### config.mk
export PLATFORM = sky130hd
export DESIGN_NAME = anim_frame_timer
export DESIGN_NICKNAME = d
export VERILOG_FILES = /design/src/rtl/anim_frame_timer.sv
export SDC_FILE = /design/constraint.sdc
export NUM_CORES = 1
export LEC_CHECK = 0
export ABC_AREA = 1
export BUFFER_PORTS_ARGS = -buffer_cell sky130_fd_sc_hd__buf_2
export CAP_MARGIN = 10
export CORE_ASPECT_RATIO = 1.25
export CORE_MARGIN = 2
export CORE_UTILIZATION = 25
export DETAILED_ROUTE_END_ITERATION = 10
export PLACE_DENSITY = 0.46
export SYNTH_ARGS = -nofsm -noshare
export SYNTH_HDL_FRONTEND = slang
export SYNTH_SLANG_ARGS = --single-unit
### constraint.sdc
create_clock -name clock -period 4.3 [get_ports clock]
set_input_delay 0.215 -clock clock [delete_from_list [all_inputs] [get_ports clock]]
set_output_delay 0.215 -clock clock [all_outputs]
set_load 0.1 [all_outputs]
### src/rtl/anim_frame_timer.sv
// rtl/anim_frame_timer.sv - programmable animation frame timer with one-shot/auto-reload tick
//
// Counts enabled cycles up to a runtime-programmable period and emits a
// registered one-cycle tick at the end of each period. It runs either one-shot
// or auto-reload, keeps a wrapping count of completed frames and reports
// busy/done status.
//
// Optional build macro: SIM_FAST_EN
//   When defined, the effective period is (period_q >> SIM_SHIFT), floored at 1.
//   This shortens frames in simulation.
//
// Ports:
//   clock        in   system clock, rising edge
//   resetn       in   synchronous active-low reset
//   period       in   [WIDTH]    new period value in cycles
//   period_load  in   writes period into the period register
//   start        in   starts or restarts timing
//   stop         in   synchronous abort to IDLE
//   en           in   count enable; the counter holds when low
//   reload       in   1 = auto-reload, 0 = one-shot; sampled at terminal count
//   tick         out  one-cycle pulse at the end of each period
//   busy         out  high in RUN
//   done         out  high in DONE
//   count        out  [WIDTH]    current cycle count
//   frame_count  out  [FRAME_W]  periods completed since start; wraps

module anim_frame_timer #(
    parameter int               WIDTH      = 20,
    parameter int               FRAME_W    = 8,
    parameter logic [WIDTH-1:0] PERIOD_RST = 20'd833333,
    parameter int               SIM_SHIFT  = 7
) (
    input  logic               clock,
    input  logic               resetn,
    input  logic [WIDTH-1:0]   period,
    input  logic               period_load,
    input  logic               start,
    input  logic               stop,
    input  logic               en,
    input  logic               reload,
    output logic               tick,
    output logic               busy,
    output logic               done,
    output logic [WIDTH-1:0]   count,
    output logic [FRAME_W-1:0] frame_count
);

    typedef enum logic [1:0] {
        ST_IDLE = 2'd0,
        ST_RUN  = 2'd1,
        ST_DONE = 2'd2
    } state_t;

    state_t             state_q, state_d;
    logic [WIDTH-1:0]   period_q;
    logic [WIDTH-1:0]   count_q, count_d;
    logic [FRAME_W-1:0] frame_q, frame_d;
    logic               tick_q, tick_d;
    logic [WIDTH-1:0]   p_raw;
    logic [WIDTH-1:0]   p_eff;
    logic               terminal;

`ifdef SIM_FAST_EN
    assign p_raw = period_q >> SIM_SHIFT;
`else
    assign p_raw = period_q;
`endif

    // A period of zero behaves as one, so the timer never stalls.
    assign p_eff = (p_raw == '0) ? {{(WIDTH-1){1'b0}}, 1'b1} : p_raw;

    // Only an exact match counts as terminal. If the period is lowered below
    // the current count, the counter runs on through its natural wrap, so an
    // early tick is never produced.
    assign terminal = (count_q == (p_eff - 1'b1));

    always_ff @(posedge clock) begin
        if (!resetn) begin
            period_q <= PERIOD_RST;
        end else if (period_load) begin
            period_q <= period;
        end
    end

    always_ff @(posedge clock) begin
        if (!resetn) begin
            state_q <= ST_IDLE;
            count_q <= '0;
            frame_q <= '0;
            tick_q  <= 1'b0;
        end else begin
            state_q <= state_d;
            count_q <= count_d;
            frame_q <= frame_d;
            tick_q  <= tick_d;
        end
    end

    always_comb begin
        state_d = state_q;
        count_d = count_q;
        frame_d = frame_q;
        tick_d  = 1'b0;
        if (stop) begin
            state_d = ST_IDLE;
            count_d = '0;
        end else if (start) begin
            state_d = ST_RUN;
            count_d = '0;
            frame_d = '0;
        end else begin
            case (state_q)
                ST_RUN: begin
                    if (en) begin
                        if (terminal) begin
                            tick_d  = 1'b1;
                            count_d = '0;
                            frame_d = frame_q + 1'b1;
                            if (!reload) begin
                                state_d = ST_DONE;
                            end
                        end else begin
                            count_d = count_q + 1'b1;
                        end
                    end
                end
                ST_DONE: begin
                    count_d = '0;
                end
                default: begin
                    state_d = ST_IDLE;
                    count_d = '0;
                end
            endcase
        end
    end

    assign tick        = tick_q;
    assign busy        = (state_q == ST_RUN);
    assign done        = (state_q == ST_DONE);
    assign count       = count_q;
    assign frame_count = frame_q;

endmodule

# After elaboration in Yosys (flattened, before gate mapping)
# Cells that the tools add are included.
# word_totals
wordCells,47
ff_bits,51
# classes
n_mux,12
add_sub_neg,3
n_reduce_logical,11
n_eq_ne,10
n_bitwise,5
# ops
op,count
$mux W20,2
$mux W8,4
$add A20 B1 Y20 const B,1
$eq A20 B20 Y1,1
$logic_not A20 Y1,1
$sub A20 B1 Y20 const B,1
$reduce_and A4 Y1,3
$add A8 B1 Y8 const B,1
$mux W2,3
$ne A2 B2 Y1 const B,3
$ne A3 B3 Y1 const B,2
$reduce_bool A2 Y1,3
$not A1 Y1,5
$reduce_or A5 Y1,1
$pmux W2 S2,1
$reduce_or A4 Y1,1
$ne A3 B2 Y1 const B,1
$reduce_or A3 Y1,1
$eq A2 B1 Y1 const B,1
$eq A2 B2 Y1 const B,1
$mux W1,2
$ne A2 B1 Y1 const B,1
$reduce_or A2 Y1,1

# Longest topological paths before layout
# Gate-level depths: netlist of run 1.
# logic_depth
word_depth,8
mapped_depth,21
depth_no_buf,21

# Worst setup path after synthesis of run 1
# Ideal clock, no wire load.
# synth_timing
kind,flip-flop to flip-flop
startpoint,reg count_q[1] (netlist: count[1])
endpoint,reg count_q[18] (netlist: count[18])
setup_ps,64
n_path_buf,0
synth_period_minus_slack_ps,2838
t_arrival_ps,2775
path_stages_with_launch,15
slack_ps,1462
cell_sequence,dfxtp_1 -> ha_1 -> inv_1 -> nor3_2 -> inv_2 -> nor2_1 -> inv_1 -> nor3_2 -> nand2_1 -> nor2_2 -> nand2_1 -> nor2_1 -> nand3_1 -> xor2_1 -> nor2_2
# synth_via
elab_chain_cells,2
elab_cells_between_ends,3
classes_between,add/sub (1); eq/ne (1); mux (1)
# synth_rtl
element,line_no,text
from (decl),56,"logic [WIDTH-1:0] count_q, count_d;"
from (signal assigned),93,count_q <= count_d;
$add A20 B1 Y20 or $eq A20 B20 Y1 (tied branches),"123, 75",
$mux W20 (*),115,if (terminal) begin
# Every way passes the cells marked *; elsewhere a longest branch is shown, timed or not.
# A chain may end at the register's enable or synchronous reset.

# Worst setup path after layout of run 1
# layout_timing
startpoint,reg period_q[6] (netlist: p_raw[6])
endpoint,reg count_q[19] (netlist: count[19])
# layout_via
elab_chain_cells,5
# layout_rtl
element,line_no,text
from (decl),55,logic [WIDTH-1:0] period_q;
from (signal assigned),81,period_q <= period;
$logic_not A20 Y1,70,"assign p_eff = (p_raw == '0) ? {{(WIDTH-1){1'b0}}, 1'b1} : p_raw;"
$mux W20 (*),70,
$sub A20 B1 Y20 (*),75,assign terminal = (count_q == (p_eff - 1'b1));
$eq A20 B20 Y1 (*),75,
$mux W20 (*),115,
# Marks and branches as above.

==> impl_results.md, run 1 <==
- Die height: 130 µm
- CP delay by family, top: simple AND/OR/NAND/NOR gates
- Post-synthesis net count: 486
- CP startpoint kind: register
- DRC Markers: 0
- Sequential share of the synthesized area: 32.1%
- Initial antenna violation count: 0
- Setup-failing EPs final: 0
- Worst Path Buf+Inv: 1
- Power consumption: 0.00110 W
- Hold depth: 3
- First-pass GRT wire length: 14200 µm
- Post-DRT Antenna Nets: 0
- Worst r2r dst: count[19]$_SDFFE_PP0P_
- Max VDD drop: 0.143 mV
- RSZ-0062 raised after global routing: false
- Post CTS Setup Buffer Count: 0
- Area contributors post-synth: dfxtp_1, nand2_1, nor2_1
- H-tree levels: 2
- Final Cycle Share: 71.9%
- Clock-pin slew on the worst setup and hold paths: 70 ps
- Relative slew margins: 60.2%
- Core area: 12500 µm²
- Unique masters post-synth: 36
- Number of I/O port buffers: 57
- Row cnt: 46
- Synthesized flop and latch total: 51
- Synthesized cell area: 3180 µm²
- Worst Skew: 6.29 ps
- Setup slack after layout: 1210 ps
- Grt total ovfl: 0
- Share of layout cells above drive strength 1: 21.2%
- Synth Area per Inst: 6.97 µm²
- Final net count: 542
- Vias in the first global route: 2840
- PwrDens: 290 nW/µm²
- Clock sink count: 51
- Worst-margin pin slew: 596 ps
- CP peak stage delay: 350 ps
- Top cell type's share of synthesized area: 32.1%
- Largest net degree at the start of global routing: 23
- Post-Place Cells: 673
- PostCTS Resize Cnt: 0
- Synth area leader: dfxtp_1
- DR vias/cell: 4.39
- Global Route Usage Sum: 13.0%
- Crit-path cells: nor2_1 -> nand2_1 -> nor2_2 -> nand3_4 -> nand2_4 -> inv_4 -> ha_1 -> nand2_2 -> nor2_4 -> nand4_1 -> xor2_1 -> nor2_1 -> nor3b_1 -> nand3_1 -> nor2_2 -> nand2_2 -> nand2_4 -> nor2_1
- Crit path kind: register to register
- Sum Neg Setup Slack: 0 ps
- Period minus WS final: 3090 ps
- Die area: 13600 µm²
- WL/cell: 12.6 µm
- Ys Warns: 0
- EDFF count, synth: 0
- Hold path startpoint: period[2]
- Final WL: 8580 µm
- Fmax: 323 MHz
- HPWL Detailed: 6860 µm
- WP data required: 4480 ps
- Crit path depth: 18
- Max stage delay cell, worst path: dfxtp_1
- Outcome: finished, final reports clean
- Pleak: 1.50 nW
- Worst Hold Class: input pin to register
- Slew Viols, Final: 0
- Cells after synthesis: 456
- CTS max path bufs: 2
- Layout Cells excl Fill: 681
- R2R depth: 18
- CTS tree: done
- Clock Tree Root: clkbuf_16
- Worst slack, placed: 1180 ps
- Main synth FF type: dfxtp_1
- Die width: 105 µm
- Worst reg2reg path startpoint: p_raw[6]$_SDFFE_PN0P_
- Synth cell count leaders: nand2_1, nor2_1, dfxtp_1
- TritonCTS buffer count: 5
- Area grow syn2layout: 19.6%
- Iter 0 DRT Violations: 104
- Top-count cell post-synth: nand2_1
- Most frequent cell on the critical path: nor2_1
- Worst hold path endpoint: p_raw[2]$_SDFFE_PN1P_
- Max cap viols: 0
- Skew-Pair Late Insertion Delay: 300 ps
- Async S/R FF share, synth: 0%
- ANT cells: 0
- WP data arrival: 3270 ps
- Final Hold Fails: 0
- Worst-path fanout max: 19
- Total number of vias: 2992
- I/O pin count: 58
- Length of the first detailed-routing pass in iterations: 4
- R2R Setup Slk: 1210 ps
- Worst Setup End Kind: register
- # hold bufs at CTS: 0
- Starting Density: 25.3%
- GP Congestion: 0.885
layout make-up:
type	instances	area [µm²]
fill	1432	8740
multi-input combinational	350	1930
sequential	51	1020
timing repair buffer	57	285
tap	168	210
inverter	47	179
clock buffer	6	139
clock inverter	2	35.0
stage by stage:
stage / utilization (%) / area (µm²) / hold WS, ps
2_1_floorplan: - / 3180 / 341
3_3_place_gp: 28.9 / 3630 / 433
3_5_place_dp: 28.9 / 3630 / 437
4_1_cts: 30.3 / 3800 / 128
5_1_grt: 30.3 / 3800 / 133
6_report: 30.3 / 3800 / 129
registers in the layout, summed over array words and instances, names as in the netlist:
signal and flops:
count 20, p_raw 20, frame_count 8, state_q 2, tick 1
cell families (layout without fill, tap and decap cells):
family / after synthesis / in the layout / synth area share [%]
simple gates: 272 / 272 / 42.7
buf+inv: 55 / 112 / 7.08
flops: 51 / 51 / 32.1
xor+xnor: 40 / 40 / 11.0
compound gates: 35 / 35 / 5.94
fa+ha+maj: 3 / 3 / 1.18
worst min-delay path, cell delays in order:
cell and delay, ps:
buf_2 80, nand2_1 40, nand3_1 60
cells in the final DEF, fill, tap and decap left out:
cell type / netlist / final
o21ai_2: 1 / 1
clkinv_2: 0 / 1
nor3_1: 3 / 3
or2_1: 1 / 1
nor2_4: 3 / 3
o21ai_1: 1 / 1
inv_2: 2 / 2
nor4_1: 1 / 1
nand3_2: 5 / 5
a21oi_1: 17 / 17
nand3b_1: 2 / 2
nor3_2: 3 / 3
o21ai_0: 11 / 11
dfxtp_1: 51 / 51
nand3_4: 2 / 2
nor3b_1: 6 / 6
ha_1: 3 / 3
bufinv_16: 0 / 1
nand3_1: 34 / 34
xnor2_1: 12 / 12
or2_2: 3 / 3
and2_1: 2 / 2
xor2_1: 28 / 28
clkbuf_16: 0 / 5
nand4_1: 21 / 21
nand2_2: 2 / 2
nand2_1: 94 / 94
clkbuf_8: 0 / 1
o21bai_1: 3 / 3
inv_1: 41 / 41
a31oi_1: 1 / 1
nor2_2: 18 / 18
inv_4: 1 / 1
nand2_4: 3 / 3
nor4_4: 1 / 1
buf_2: 0 / 57
nor2_1: 68 / 68
o22ai_1: 1 / 1
clkinv_1: 3 / 3
metal layers:
metal / global-route usage, % / vias to the layer above / share of wire [%]
li1: - / 1583 / -
met1: 16.7 / 1346 / 46
met2: 21.9 / 50 / 48
met3: 1.95 / 13 / 3.5
met4: 5.18 / 0 / 2.4
met5: 0 / - / 0
where the power goes:
part           switching (W)  internal [W]  leakage (nW)
Combinational      0.0000831     0.0000448         0.996
Clock               0.000181      0.000290        0.0868
Sequential         0.0000182      0.000487         0.417
worst max path at each step:
stage	slack, ps	to	startpoint
4_1_cts	1150	count[19]$_SDFFE_PP0P_	p_raw[6]$_SDFFE_PN0P_
3_5_place_dp	1180	count[11]$_SDFFE_PP0P_	p_raw[6]$_SDFFE_PN0P_
3_3_place_gp	1120	count[8]$_SDFFE_PP0P_	p_raw[6]$_SDFFE_PN0P_
5_1_grt	890	count[19]$_SDFFE_PP0P_	p_raw[4]$_SDFFE_PN1P_
6_report	1210	count[19]$_SDFFE_PP0P_	p_raw[6]$_SDFFE_PN0P_
2_1_floorplan	1460	count[18]$_SDFFE_PP0P_	count[1]$_SDFFE_PP0P_
(Power assumes the default switching activity.)
==> run 2: changes to the inputs <==
==> constraint.sdc (replaced) <==
create_clock -name clock -period 3.05 [get_ports clock]
set_input_delay 0.1525 -clock clock [delete_from_list [all_inputs] [get_ports clock]]
set_output_delay 0.1525 -clock clock [all_outputs]
set_load 0.1 [all_outputs]
==> run 2 against run 1 <==
Net effect:
- die area did not move
- routed wire length is 3.0% higher
- via count increased by 2.4%
- highest routed layer unchanged
- global-route usage down 0.23 points
- core utilization up 1.6 points
- worst hold slack lost 65 ps
- critical path depth unchanged
- clock-buffer cell count unchanged
- sequential share of layout area fell by 1.2 points
==> impl_results.md, run 2 (synthesis gave the netlist of run 1 again) <==
- I/O pin count: 58 (unchanged)
- Max VDD drop: 0.211 mV (was 0.143 mV)
- Leading cell type in the layout, fill and taps excluded: nand2_1 (unchanged)
- Die area: 13600 µm² (unchanged)
- Pleak: 1.58 nW (was 1.50 nW)
- Total number of vias: 3065 (was 2992)
- Slew Viols, Final: 0 (unchanged)
- Worst Hold Class: input pin to register (unchanged)
- GR Layer Usage met2: 22.6% (was 21.9%)
- DRC Markers: 0 (unchanged)
- Setup slack after layout: 258 ps (was 1210 ps)
- Largest net degree at the start of global routing: 23 (unchanged)
- Initial antenna violation count: 0 (unchanged)
- Setup-failing EPs final: 0 (unchanged)
- DR vias/cell: 4.40 (was 4.39)
- CTS max path bufs: 2 (unchanged)
- Grt total ovfl: 0 (unchanged)
- Post-DRT Antenna Nets: 0 (unchanged)
- Clock sink count: 51 (unchanged)
- Worst-margin pin slew: 921 ps (was 596 ps)
- Clock-pin slew on the worst setup and hold paths: 70 ps (about the same)
- Skew-Pair Late Insertion Delay: 290 ps (was 300 ps)
- Final WL: 8830 µm (was 8580 µm)
- Crit path kind: register to register (unchanged)
- H-tree levels: 2 (unchanged)
- Vias in the first global route: 2889 (was 2840)
- Area grow syn2layout: 25.9% (was 19.6%)
- Fillers: 1432 (unchanged)
- ANT cells: 0 (unchanged)
- Top Usage Layer GRT: met2 (unchanged)
- Fmax: 358 MHz (was 323 MHz)
- First-pass GRT wire length: 14000 µm (was 14200 µm)
- Switching share of total power: 25.7% (was 25.6%)
- Core area: 12500 µm² (unchanged)
- Met3 Usage GRT: 1.65% (was 1.95%)
- Sequential share of power: 44.8% (was 45.7%)
- WL/cell: 12.7 µm (was 12.6 µm)
- Logic pwr share: 13.2% (was 11.6%)
- Global Route Usage Sum: 12.8% (was 13.0%)
- Power share of the clock group: 42.0% (was 42.7%)
- Worst-path fanout max: 10 (was 19)
- Multi-input gate area: 2030 µm² (was 1930 µm²)
- GR Util met1: 16.2% (was 16.7%)
- Final Cell Area: 4010 µm² (was 3800 µm²)
- Worst slack, placed: 36.5 ps (was 1180 ps)
- Period minus WS final: 2790 ps (was 3090 ps)
- Switch Pwr: 0.000405 W (was 0.000283 W)
- Iter 0 DRT Violations: 118 (was 104)
- RSZ-0062 raised after global routing: false (unchanged)
- TritonCTS buffer count: 5 (unchanged)
- Most frequent cells in the layout: nand2_1, nor2_1, buf_2 (unchanged)
- Hold slack final: 64.1 ps (was 129 ps)
- HPWL Detailed: 6880 µm (was 6860 µm)
- Sum Neg Setup Slack: 0 ps (unchanged)
- WP data arrival: 2980 ps (was 3270 ps)
- Clock Tree Root: clkbuf_16 (unchanged)
- Internal power: 0.00117 W (was 0.000821 W)
- Share of layout cells above drive strength 1: 26.5% (was 21.2%)
- Die height: 130 µm (unchanged)
- Die width: 105 µm (unchanged)
- GP Congestion: 0.875 (was 0.885)
- Worst Setup End Kind: register (unchanged)
- Relative slew margins: 38.4% (was 60.2%)
- Final Hold Fails: 0 (unchanged)
- Max cap viols: 0 (unchanged)
- Length of the first detailed-routing pass in iterations: 5 (was 4)
- Row cnt: 46 (unchanged)
- PwrDens: 394 nW/µm² (was 290 nW/µm²)
- Final Cycle Share: 91.5% (was 71.9%)
- CP startpoint kind: register (unchanged)
- Starting Density: 25.3% (unchanged)
- Outcome: finished, final reports clean (unchanged)
- Number of I/O port buffers: 57 (unchanged)
- CTS tree: done (unchanged)
- Worst Skew: 3.77 ps (was 6.29 ps)
- Final net count: 557 (was 542)
- WP data required: 3240 ps (was 4480 ps)
- DP Area: 3720 µm² (was 3630 µm²)
- Register area: 1030 µm² (was 1020 µm²)
==> run 2: worst paths after layout <==
kind | startpoint | end | slack (ps) | cells after the start
worst max-delay path | p_raw[4]$_SDFFE_PN1P_ | count[10]$_SDFFE_PP0P_ | 260 | 18
worst min-delay path | period[15] | p_raw[15]$_SDFFE_PN1P_ | 60 | 3
worst max register to register | p_raw[4]$_SDFFE_PN1P_ | count[10]$_SDFFE_PP0P_ | 260 | 18
worst min register to register | frame_count[7]$_SDFFE_PN0P_ | frame_count[7]$_SDFFE_PN0P_ | 500 | 2
==> run 2: layer usage <==
metal / wire, µm / vias to the layer above
met4: 205 / 0
met1: 4020 / 1387
met2: 4390 / 50
li1: - / 1618
met3: 226 / 10
met5: 0 / -
==> run 2: area by class of cell <==
type	instances	area share, %
clock buffers	6	3.47
clock inverters	2	0.875
inverters	47	4.47
multi-input cells	352	50.7
flip-flops and latches	51	25.6
well taps	168	5.25
repair buffers	70	9.56
==> run 2: timing repair <==
action	4_1_cts	5_1_grt
hold buffers	0	0
endpoints found under the setup margin	0	29
resized for setup	0	21
buffers inserted	0	1
hold endpoints to repair	0	0
==> run 2: metrics by stage <==
step	power (W)	std cells	util, %
after global routing	0.00166	696	31.9
after detailed placement	0.000924	685	29.6
after CTS	0.00160	693	31.0
final	0.00158	696	31.9
after floorplan	0.000855	456	-
after global placement	0.000925	685	29.6
==> run 2: critical path, cell delays in order, from the launching register on <==
cell     delay, ps
dfxtp_2        380
nor2_2          70
nand2_1        130
nor2_2          70
nand3_4         80
nand2_4         60
inv_4          100
ha_2           200
nand2_2         90
nor2_4         160
nand4_1        180
xor2_1         200
and2_1         140
nor2_1         140
nand4_1        170
nor2_4         190
nand2_4        130
nand2_8        130
nor3b_1         60
==> run 2: power groups by stage <==
stage	Combinational (W)	Clock [W]	Sequential (W)
after floorplan	0.000125	0	0.000730
after global placement	0.000205	0	0.000720
after detailed placement	0.000204	0	0.000720
after CTS	0.000205	0.000686	0.000705
after global routing	0.000236	0.000711	0.000710
final	0.000209	0.000663	0.000707
